**src/rtl/pc_branch_unit.sv**
```systemverilog
// rtl/pc_branch_unit.sv - program counter, flag latch, next-PC selection and return-address stack
module pc_branch_unit #(
  parameter int WIDTH     = 16,
  parameter int INC       = 2,
  parameter int RAS_DEPTH = 4,
  parameter int RESET_PC  = 0
) (
  input  logic             CLK,
  input  logic             reset,
  input  logic             pcWriteEnable,
  input  logic [2:0]       pcSource,
  input  logic             cmpLatch,
  input  logic [WIDTH-1:0] A,
  input  logic [WIDTH-1:0] B,
  input  logic [WIDTH-1:0] target,
  input  logic [WIDTH-1:0] offset,
  output logic [WIDTH-1:0] PC,
  output logic [1:0]       cmpRst,
  output logic             taken,
  output logic             rasEmpty,
  output logic             rasFull,
  output logic             rasErr
);

  localparam int PW = (RAS_DEPTH > 1) ? $clog2(RAS_DEPTH) : 1;
  localparam int CW = PW + 1;
  localparam logic [WIDTH-1:0] LP_INC      = WIDTH'(INC);
  localparam logic [WIDTH-1:0] LP_RESET_PC = WIDTH'(RESET_PC);
  localparam logic [CW-1:0]    LP_DEPTH    = CW'(RAS_DEPTH);

  typedef enum logic [2:0] {
    SRC_SEQ  = 3'd0,
    SRC_ABS  = 3'd1,
    SRC_BEQ  = 3'd2,
    SRC_BLT  = 3'd3,
    SRC_BNE  = 3'd4,
    SRC_CALL = 3'd5,
    SRC_RET  = 3'd6,
    SRC_RSV  = 3'd7
  } src_e;

  logic [WIDTH-1:0] r_pc;
  logic [1:0]       r_cmp;
  logic             r_taken;
  logic             r_err;
  logic [PW-1:0]    r_ptr;
  logic [CW-1:0]    r_cnt;
  logic [WIDTH-1:0] r_ras [RAS_DEPTH];

  logic [WIDTH-1:0] w_pc_inc;
  logic [WIDTH-1:0] w_pc_rel;
  logic [WIDTH-1:0] w_top;
  logic [WIDTH-1:0] w_next_pc;
  logic             w_next_taken;
  logic             w_push;
  logic             w_pop;
  logic             w_underflow;
  logic             w_empty;
  logic             w_full;
  logic             w_lt;
  logic             w_eq;
  src_e             w_src;

  assign w_pc_inc = r_pc + LP_INC;
  assign w_pc_rel = r_pc + offset;
  assign w_top    = r_ras[r_ptr - PW'(1)];
  assign w_empty  = (r_cnt == '0);
  assign w_full   = (r_cnt == LP_DEPTH);
  assign w_lt     = ($signed(A) < $signed(B));
  assign w_eq     = (A == B);
  assign w_src    = src_e'(pcSource);

  // Next-PC selection; branches look only at the already-latched flags
  always_comb begin
    w_next_pc    = w_pc_inc;
    w_next_taken = 1'b0;
    w_push       = 1'b0;
    w_pop        = 1'b0;
    w_underflow  = 1'b0;
    case (w_src)
      SRC_ABS: begin
        w_next_pc    = target;
        w_next_taken = 1'b1;
      end
      SRC_BEQ: if (r_cmp[0]) begin
        w_next_pc    = w_pc_rel;
        w_next_taken = 1'b1;
      end
      SRC_BLT: if (r_cmp[1]) begin
        w_next_pc    = w_pc_rel;
        w_next_taken = 1'b1;
      end
      SRC_BNE: if (!r_cmp[0]) begin
        w_next_pc    = w_pc_rel;
        w_next_taken = 1'b1;
      end
      SRC_CALL: begin
        w_next_pc    = target;
        w_next_taken = 1'b1;
        w_push       = 1'b1;
      end
      SRC_RET: begin
        if (w_empty) begin
          w_underflow = 1'b1;
        end else begin
          w_next_pc    = w_top;
          w_next_taken = 1'b1;
          w_pop        = 1'b1;
        end
      end
      default: begin
        w_next_pc    = w_pc_inc;
        w_next_taken = 1'b0;
      end
    endcase
  end

  // Comparator flag latch, independent of PC commit
  always_ff @(posedge CLK or negedge reset) begin
    if (!reset) begin
      r_cmp <= 2'b00;
    end else if (cmpLatch) begin
      r_cmp <= {w_lt, w_eq};
    end
  end

  // PC, taken, stack pointer/count and sticky error update on commit
  always_ff @(posedge CLK or negedge reset) begin
    if (!reset) begin
      r_pc    <= LP_RESET_PC;
      r_taken <= 1'b0;
      r_err   <= 1'b0;
      r_ptr   <= '0;
      r_cnt   <= '0;
    end else if (pcWriteEnable) begin
      r_pc    <= w_next_pc;
      r_taken <= w_next_taken;
      if (w_push) begin
        // Pointer wraps, so a push into a full stack overwrites the oldest entry
        r_ptr <= r_ptr + PW'(1);
        if (w_full) begin
          r_err <= 1'b1;
        end else begin
          r_cnt <= r_cnt + CW'(1);
        end
      end
      if (w_pop) begin
        r_ptr <= r_ptr - PW'(1);
        r_cnt <= r_cnt - CW'(1);
      end
      if (w_underflow) begin
        r_err <= 1'b1;
      end
    end
  end

  // Return-address storage; contents are don't-care while the count is zero
  always_ff @(posedge CLK) begin
    if (pcWriteEnable && w_push) begin
      r_ras[r_ptr] <= w_pc_inc;
    end
  end

  assign PC       = r_pc;
  assign cmpRst   = r_cmp;
  assign taken    = r_taken;
  assign rasEmpty = w_empty;
  assign rasFull  = w_full;
  assign rasErr   = r_err;

endmodule

```
**config.mk**
```make
export PLATFORM = sky130hd
export DESIGN_NAME = pc_branch_unit
export DESIGN_NICKNAME = d
export VERILOG_FILES = /design/src/rtl/pc_branch_unit.sv
export SDC_FILE = /design/constraint.sdc
export NUM_CORES = 1
export LEC_CHECK = 0
export ABC_AREA = 1
export BUFFER_PORTS_ARGS = -buffer_cell sky130_fd_sc_hd__buf_2
export CORE_MARGIN = 3
export CORE_UTILIZATION = 50
export DETAILED_ROUTE_END_ITERATION = 7
export GPL_ROUTABILITY_DRIVEN = 0
export PLACE_DENSITY = 0.81
export SYNTH_ARGS = -nofsm -noshare
export SYNTH_HDL_FRONTEND = slang
export SYNTH_SLANG_ARGS = --single-unit
```
**constraint.sdc**
```tcl
create_clock -name CLK -period 5.2 [get_ports CLK]
set_clock_uncertainty 0.05 [all_clocks]
set_input_delay 0 -clock CLK [delete_from_list [all_inputs] [get_ports CLK]]
set_output_delay 0 -clock CLK [all_outputs]
set_load 0.005 [all_outputs]
```
==> impl_metrics.ini <==
[worst_setup_path]
arrival_ns = 2.79
crit_chain = inv_1 -> ha_1 -> inv_1 -> nor2_1 -> o21ai_0 -> o21ai_0 -> nand2_1 -> nand2_1 -> a21oi_1 -> a22oi_1
reg2reg_depth = 10
cp_top_family = adder cells
cpPeakStageDelay_ns = 0.71
path_class = reg -> reg
r2r-end = PC[1]
required_ns = 5.40
crit_buf_inv = 2
crit_path_end_kind = flop
start_kind = flop
r2r_setup_slack_ns = 2.61
cp_max_fo = 19
crit_slowest_cell = ha_1
rr_startpoint = r_ptr[1]

[routing]
drc = 0
viasPerCell = 5.34
postRouteWirelength_um = 14500
wl_per_cell_um = 14.9
dr.pass1.iters = 7
vias = 5176
ant_nets = 0
drt_iter0_drc = 476

[layout]
final_cell_count_no_fill = 970
antenna_cells = 0
fin_nets = 934
drive_gt1_share_pct = 17.8
area_growth_pct = 16.6

[logic_synthesis]
synth_area_sq_um = 5840
synthTopCellsByArea = edfxtp_1 (33%), nand2_1 (14%), dfrtp_1 (11%)
synth.top_cell.area_share_pct = 32.9
synth_cells = 728
ys_async_sr_fraction_pct = 28.1
ys_types = 43
synth_ff_type = edfxtp_1
ys_warn_count = 0
synth.avg_cell_area_sq_um = 8.02
syn_nets = 837
synth_seq_cells = 89
synth_edf_count = 64
yosys.area.top_type = edfxtp_1
yosysSeqAreaShare_pct = 43.6

[global_route]
grt_pass1_vias = 4854
grt.met2_usage_pct = 36.9
grt.overflow.total = 0
grt_use_met1_pct = 31.0
grt_use_total_pct = 22.8
grt_max_degree = 35
top_usage_layer = met2
antenna_found_initial = 0
grt_pass1_wl_um = 23300
grtUsageMet3_pct = 4.28

[pwr]
power.leakage_nw = 3.36
ir_drop_uv = 205
power_density_nw_per_um2 = 445

[floorplanning]
dieWidth_um = 114
start_util_pct = 52.5
rows = 38
die_y_um = 114
coreArea_sq_um = 11100
io_pins = 93
dieArea_sq_um = 13000

[placed_design]
port_buffers = 92
dpl.cell_count = 944
hpwl_um = 10600
preCtsSetupSlack_ns = 2.65

[sta]
slew_headroom_pct = 33.3
period_share_pct = 49.8
max_freq_ghz = 0.386
min_period_ns = 2.59
rsz0062_at_grt = no
tns_ns = 0
setup_viol = 0
worst_pin_slew_ns = 1.00
holdWs_ns = 0.0205
worst_slack_ns = 2.61
finalHoldViolCount = 0
slew_violations = 0

[worst_hold_path]
min_to = PC[7]
worstHoldStart = target[7]
hold_path.class = in -> reg
holdPathStages = 5

[clock_network]
cts_htree_levels = 3
cts_tree = yes
clock-sinks = 89
cts_buffers = 9
clock_latency_ns = 0.35
cts.path.max_buffers = 2
post_cts_resized = 0
cts_root_buf = clkbuf_16
cts.clk_slew.worst_paths_ns = 0.07

[job]
maxCapViolations = 0

[status]
status = completed
cells by family after synthesis:
kind of cell / share of synthesized area [%]
AOI/OAI and AO/OA: 8.31
xor gates and xnor gates: 2.10
adders and majority gates: 8.40
buffers and inverters: 8.91
DFF: 43.6
and+or+nand+nor: 28.7
tightest hold or removal path, stage by stage:
cell and delay [ns]:
buf_2 0.09, a32oi_1 0.08, nand3_1 0.09, nand2_1 0.06
inv_1 0.06
cell type report:
type,count,area (sq um)
clock buffers,9,225
clock inverters,7,83.8
fillers,980,4320
inverters,112,420
multi-input cells,509,2780
flip-flops and latches,89,2550
well taps,140,175
repair buffers,104,576
registers in the layout, summed over array words and instances, names as in the netlist:
name / cells
r_ras: 64
PC: 16
r_cnt: 3
cmpRst: 2
r_ptr: 2
rasErr: 1
taken: 1
stage by stage:
stage,instance area (sq um),utilization (%),total power [mW]
after floorplan,5840,-,1.97
after global routing,6810,61.2,3.25
after detailed placement,6400,57.5,2.35
after CTS,6810,61.2,3.02
final,6810,61.2,3.03
after global placement,6400,57.5,2.31
Yosys cell counts (2+ instances only):
library cell,instances
nand2_2,5
o21ai_2,3
o21bai_1,4
buf_4,2
clkbuf_1,6
o21ai_0,20
a31oi_1,3
a22oi_1,3
ha_1,36
or2_2,3
a32oi_1,8
o21ai_1,2
xnor2_1,2
xor2_1,12
a21oi_1,28
o22ai_1,3
dfrtp_1,25
nor2_4,4
nand2_1,219
nor2_1,54
inv_1,106
fa_1,2
buf_2,8
edfxtp_1,64
nand4_1,6
nor3_1,6
inv_2,6
nand3b_1,2
buf_6,2
nand3_2,3
nor2_2,2
nand2_4,2
nand3_1,66
nor3_2,2
report_power, final:
part / switching, mW / internal [mW]
registers: 0.118 / 0.910
logic: 0.881 / 0.458
clock network: 0.286 / 0.382
how the worst max path moves through the flow:
stage / end / cells past startpoint / start
finish: PC[1] / 10 / r_ptr[1]
global route: PC[5] / 9 / r_ptr[1]
CTS: PC[1] / 10 / r_ptr[1]
detailed placement: PC[1] / 10 / r_ptr[1]
global placement: PC[5] / 9 / r_ptr[1]
floorplan: r_ras[0][0] / 6 / r_ptr[0]
layout by cell type (no fill, tap or decap), drive strengths merged, types with 4 or more instances in the layout:
cell type and count:
nor3 8, or2 4, inv 116, xor2 12, nand2 226, buf 94
clkbuf 9, o21ai 26, nand3 70, edfxtp 64, dfrtp 25, ha 36
nor2 61, o21bai 4, a32oi 8, nand4 7, dlygate4sd3 10, a21oi 28
routing by layer:
| metal | up-vias | share of wire [%] | wire, um |
|---|---|---|---|
| met1 | 2382 | 43 | 6160 |
| met4 | 0 | 2.0 | 295 |
| met2 | 202 | 48 | 6880 |
| li1 | 2573 | - | - |
| met5 | - | 0 | 0 |
| met3 | 19 | 7.7 | 1110 |
repair_timing:
item,CTS,global route
setup buffers,0,0
endpoints found under the hold margin,35,0
hold buffers,10,0
Note: power is estimated with default switching activity, not from simulation.
